===== src/rtl/regfile_mp_sb.sv =====
// Multi-port integer register file with per-register busy scoreboard.
// Two write-back ports (wb1 wins on a shared address), NRD combinational
// read ports with optional same-cycle bypass, optional hardwired-zero r0.
// After reset the array is cleared by a one-register-per-cycle sweep, so
// the storage has no reset and can map onto RAM.
//
// state | meaning
// INIT  | sweeping zeros into the array, ports ignored, reads return 0
// RUN   | normal operation
module regfile_mp_sb #(
  parameter int XLEN     = 64,
  parameter int NREG     = 32,
  parameter int AW       = 5,
  parameter int NRD      = 2,
  parameter int ZERO_REG = 1,
  parameter int BYPASS   = 1
) (
  input  logic                CLK,
  input  logic                reset,
  output logic                init_done,
  input  logic                issue_v,
  input  logic [AW-1:0]       issue_dr,
  input  logic                flush,
  input  logic                wb0_v,
  input  logic [AW-1:0]       wb0_dr,
  input  logic [XLEN-1:0]     wb0_data,
  input  logic                wb1_v,
  input  logic [AW-1:0]       wb1_dr,
  input  logic [XLEN-1:0]     wb1_data,
  input  logic [NRD*AW-1:0]   rd_addr,
  output logic [NRD*XLEN-1:0] rd_data,
  output logic [NRD-1:0]      rd_busy
);

  typedef enum logic {INIT = 1'b0, RUN = 1'b1} state_t;

  localparam logic ZR = (ZERO_REG != 0);
  localparam logic BP = (BYPASS != 0);

  state_t            state;
  state_t            state_nxt;
  logic [AW-1:0]     cnt;
  logic [NREG-1:0]   busy;
  logic [XLEN-1:0]   mem [NREG];
  logic              wb0_en;
  logic              wb1_en;

  // Writes to r0 are dropped entirely when r0 is hardwired to zero.
  assign wb0_en = wb0_v && !(ZR && (wb0_dr == '0));
  assign wb1_en = wb1_v && !(ZR && (wb1_dr == '0));

  // init_done is simply "sweep finished", i.e. the registered RUN state.
  assign init_done = (state == RUN);

  // State register.
  always_ff @(posedge CLK) begin
    state <= state_nxt;
  end

  // Next-state: reset always restarts the sweep; INIT ends on the last register.
  always_comb begin
    state_nxt = state;
    if (reset) begin
      state_nxt = INIT;
    end else begin
      case (state)
        INIT:    if (cnt == AW'(NREG - 1)) state_nxt = RUN;
        RUN:     state_nxt = RUN;
        default: state_nxt = INIT;
      endcase
    end
  end

  // Sweep address counter.
  always_ff @(posedge CLK) begin
    if (reset) begin
      cnt <= '0;
    end else if (state == INIT) begin
      cnt <= cnt + 1'b1;
    end
  end

  // Array storage: sweep writes in INIT, write-back ports in RUN (wb1 last so it wins).
  always_ff @(posedge CLK) begin
    if (!reset) begin
      if (state == INIT) begin
        mem[cnt] <= '0;
      end else begin
        if (wb0_en) mem[wb0_dr] <= wb0_data;
        if (wb1_en) mem[wb1_dr] <= wb1_data;
      end
    end
  end

  // Scoreboard: flush, then issue set, then write-back clear, else hold.
  always_ff @(posedge CLK) begin
    if (reset) begin
      busy <= '0;
    end else if (state == RUN) begin
      for (int i = 0; i < NREG; i++) begin
        if (flush) begin
          busy[i] <= 1'b0;
        end else if (issue_v && (issue_dr == AW'(i)) && !(ZR && (i == 0))) begin
          busy[i] <= 1'b1;
        end else if ((wb0_v && (wb0_dr == AW'(i))) || (wb1_v && (wb1_dr == AW'(i)))) begin
          busy[i] <= 1'b0;
        end
      end
    end
  end

  // Combinational read ports with optional forwarding of this cycle's write-backs.
  always_comb begin
    rd_data = '0;
    rd_busy = '0;
    if (state == RUN) begin
      for (int k = 0; k < NRD; k++) begin
        rd_data[k*XLEN +: XLEN] = mem[rd_addr[k*AW +: AW]];
        rd_busy[k]              = busy[rd_addr[k*AW +: AW]];
        if (BP && wb0_v && (wb0_dr == rd_addr[k*AW +: AW])) begin
          rd_data[k*XLEN +: XLEN] = wb0_data;
          rd_busy[k]              = 1'b0;
        end
        if (BP && wb1_v && (wb1_dr == rd_addr[k*AW +: AW])) begin
          rd_data[k*XLEN +: XLEN] = wb1_data;
          rd_busy[k]              = 1'b0;
        end
        if (ZR && (rd_addr[k*AW +: AW] == '0)) begin
          rd_data[k*XLEN +: XLEN] = '0;
        end
      end
    end
  end

endmodule


===== config.mk =====
export PLATFORM = sky130hd
export DESIGN_NAME = regfile_mp_sb
export DESIGN_NICKNAME = d
export VERILOG_FILES = /design/src/rtl/regfile_mp_sb.sv
export SDC_FILE = /design/constraint.sdc
export NUM_CORES = 2
export LEC_CHECK = 0
export CAP_MARGIN = 20
export CORE_AREA = 10 10 648 650
export DETAILED_ROUTE_END_ITERATION = 10
export DIE_AREA = 0 0 658 660
export DONT_BUFFER_PORTS = 1
export PLACE_DENSITY = 0.54
export RECOVER_POWER = 50
export SLEW_MARGIN = 25
export SYNTH_ARGS = -nofsm -noshare
export SYNTH_HDL_FRONTEND = slang
export SYNTH_SLANG_ARGS = --single-unit

===== constraint.sdc =====
create_clock -name CLK -period 4.88 [get_ports CLK]
set_input_delay 0.244 -clock CLK [delete_from_list [all_inputs] [get_ports CLK]]
set_output_delay 0.244 -clock CLK [all_outputs]
set_load 0.1 [all_outputs]

==> results.toml <==
[cells_and_area]
seq_area_um2 = 62200
layout_commonest_cell = "nand2_1"
fin_area_um2 = 139000
drive_gt1_share_pct = 21.2
syn_to_final_growth_pct = 14.5
fillers = 39300
num-nets-final = 9855
multiInputGateArea_um2 = 54400
most-common-layout-cells = "nand2_1 (2084), edfxtp_1 (2048), o21ai_0 (1998)"

[die]
start_util_pct = 29.9
die_h_um = 660
coreArea_um2 = 406000
row_count = 234
chipWidth_um = 658
dieArea_um2 = 434000
io_pins = 290

[min_path]
hold_class = "in2reg"

[timing]
slew_violations = 1179
setup_violations = 0
layout_worst_path_cycle_share_pct = 97.8
hold_viol = 9
slew_headroom_pct = -56.6
rsz0062_at_grt = "no"
max_freq_mhz = 209
worstMarginPinSlew_ns = 2.35
finalWorstSetupSlack_ns = 0.106
min_period_ns = 4.77
skew_ns = 0.118
holdWs_ns = -0.00949

[cts]
root_buffer = "clkbuf_16"
cts.htree.levels = 4
clk_pin_slew_ns = 0.07
clk_latency_ns = 0.97
numCtsBuffers = 232
clock_path_buffers = 4
cts_setup_buffers = 0
cts.sinks = 2085
cts_tree = "done"

[flow_run]
max-cap-violations = 24

[logic_synthesis]
synth_edf_count = 2048
yosysTopAreaCell = "edfxtp_1"
syn_area_per_cell_um2 = 11.9
async_reset_ff_share_pct = 0
synthCells = 10200
syn-cell-area_um2 = 121000
synth_seq_area_share_pct = 51.3
synth_warnings = 0
synth_cell_type_count = 65
synth_top_area_share_pct = 50.6
synth_nets = 10400
synth_seq_cells = 2085
yosys-top-cells-area = "edfxtp_1 (51%), mux4_2 (19%), o21ai_0 (8.0%), nand2_1 (6.5%), clkbuf_1 (2.4%)"
synthFlopType = "edfxtp_1"

[detailed_routing]
dr.pass1.iters = 7
viasPerCell = 6.15
drtAntennaViolNets = 0
postRouteWirelength_um = 542000
routedWlPerCell_um = 35.3
drt-initial-drc-count = 14900
drc = 0
num_vias = 94400

[outcome]
outcome = "finished, violations left"
violations = "hold timing, capacitance limit, slew limit"

[placement]
gp_routability_congestion = 0.865
preCtsSetupSlack_ns = 0.0393
hpwlAfterDp_um = 290000
placed_cell_area_um2 = 129000
portBuffers = 0

[power]
ir_worst_vdd_uv = 305
leakage_nw = 46.4
power_density_nw_per_um2 = 288

[setup_path]
crit_fanout = 64
start_kind = "flop"
critPathRequiredTime_ns = 5.32
critPathArrivalTime_ns = 5.22
crit_type = "reg2reg"
endpoint_kind = "flop"

[global_routing]
grt_max_degree = 521
grtUsageTotal_pct = 23.8
grt_pass1_wl_um = 739000
grt_pass1_vias = 91400
grt_antenna_before_repair = 43
grt-ovfl-total = 0
==> cells in the mapped netlist, types with 12 or more instances <==
library cell  number
a221oi_1          15
o21ai_0         1940
a22o_1            28
buf_6             25
clkbuf_1         778
a21oi_1           91
xnor2_1           17
mux2_2           129
nor3_1            61
o221ai_1          21
clkbuf_2          12
nor2b_1           20
a2111oi_0         13
buf_1             97
o22ai_1          185
nor2_1           163
or2_2             35
o211ai_1          68
inv_1            123
mux2i_1          212
a31oi_1           63
mux4_2          1037
nand2b_1          15
a32oi_1           72
a211o_1           36
o32ai_1           62
buf_4             88
nand4_1           70
o21ai_1           82
dfxtp_1           37
buf_2            370
a22oi_1           50
edfxtp_1        2048
nand2_1         2087
==> path summary, 6_finish.rpt <==
path / from / to / slack (ns) / cells past startpoint
setup reg to reg: init_done$_SDFF_PP0_ / mem[10][26]$_DFFE_PP_ / 0.11 / 6
hold reg to reg: cnt[0]$_SDFFE_PP0N_ / cnt[0]$_SDFFE_PP0N_ / 0.52 / 2
setup / recovery: init_done$_SDFF_PP0_ / mem[10][26]$_DFFE_PP_ / 0.11 / 6
hold / removal: wb1_data[60] / mem[2][60]$_DFFE_PP_ / -0.009 / 3
==> critical path: stages, from the launching register on <==
cell	delay (ns)
dfxtp_1	0.78
nor2b_1	0.40
o311ai_0	0.40
a21oi_1	0.50
nand2_1	0.37
o22ai_4	0.17
clkbuf_4	1.51
==> final cells by class <==
type / instances / area share (%)
Multi-Input combinational cell: 6658 / 39.1
Clock buffer: 278 / 4.33
Tap cell: 5428 / 4.88
Timing Repair Buffer: 593 / 5.63
Inverter: 124 / 0.335
Sequential cell: 2085 / 44.8
Clock inverter: 140 / 0.888
Antenna cell: 51 / 0.0918
==> per-stage QoR <==
step	utilization, %	instances	power (W)	hold slack [ns]	setup TNS (ns)
after global routing	34.3	15300	0.0408	0.00276	0
after global placement	31.8	14600	0.0218	0.324	0
after detailed placement	31.9	14600	0.0219	0.326	0
after floorplan	-	10200	0.0218	0.465	-2000.87
after CTS	34.3	15300	0.0396	0.000456	0
final	34.3	15400	0.0400	-0.00949	0
==> report_power, final <==
| part | leakage [nW] | switching, W | internal [W] |
|---|---|---|---|
| clock | 3.56 | 0.00772 | 0.00983 |
| combinational | 20.7 | 0.00172 | 0.00117 |
| sequential | 22.2 | 0.0000458 | 0.0195 |
==> timing repair <==
| item | CTS | global route |
|---|---|---|
| resized for setup | 0 | 2 |
| endpoints found under the setup margin | 0 | 20 |
| hold buffers | 199 | 25 |
| hold endpoints to repair | 2022 | 199 |
==> cells by family after synthesis <==
family	synth area share, %
xor+xnor	0.159
simple gates	8.30
compound gates	12.6
mux	22.2
buf+inv	5.44
flops	51.3
fa+ha+maj	0.0206
==> layer usage <==
metal | global-route usage, % | part of all wire, %
met4 | 17.0 | 8.3
met3 | 5.67 | 12
met5 | 0 | 0.014
met2 | 38.0 | 46
met1 | 28.3 | 34
==> registers in the layout, summed over array words and instances, names as in the netlist <==
register,count
mem,2048
busy,31
cnt,5
init_done,1
Note: power is estimated with default switching activity, not from simulation.
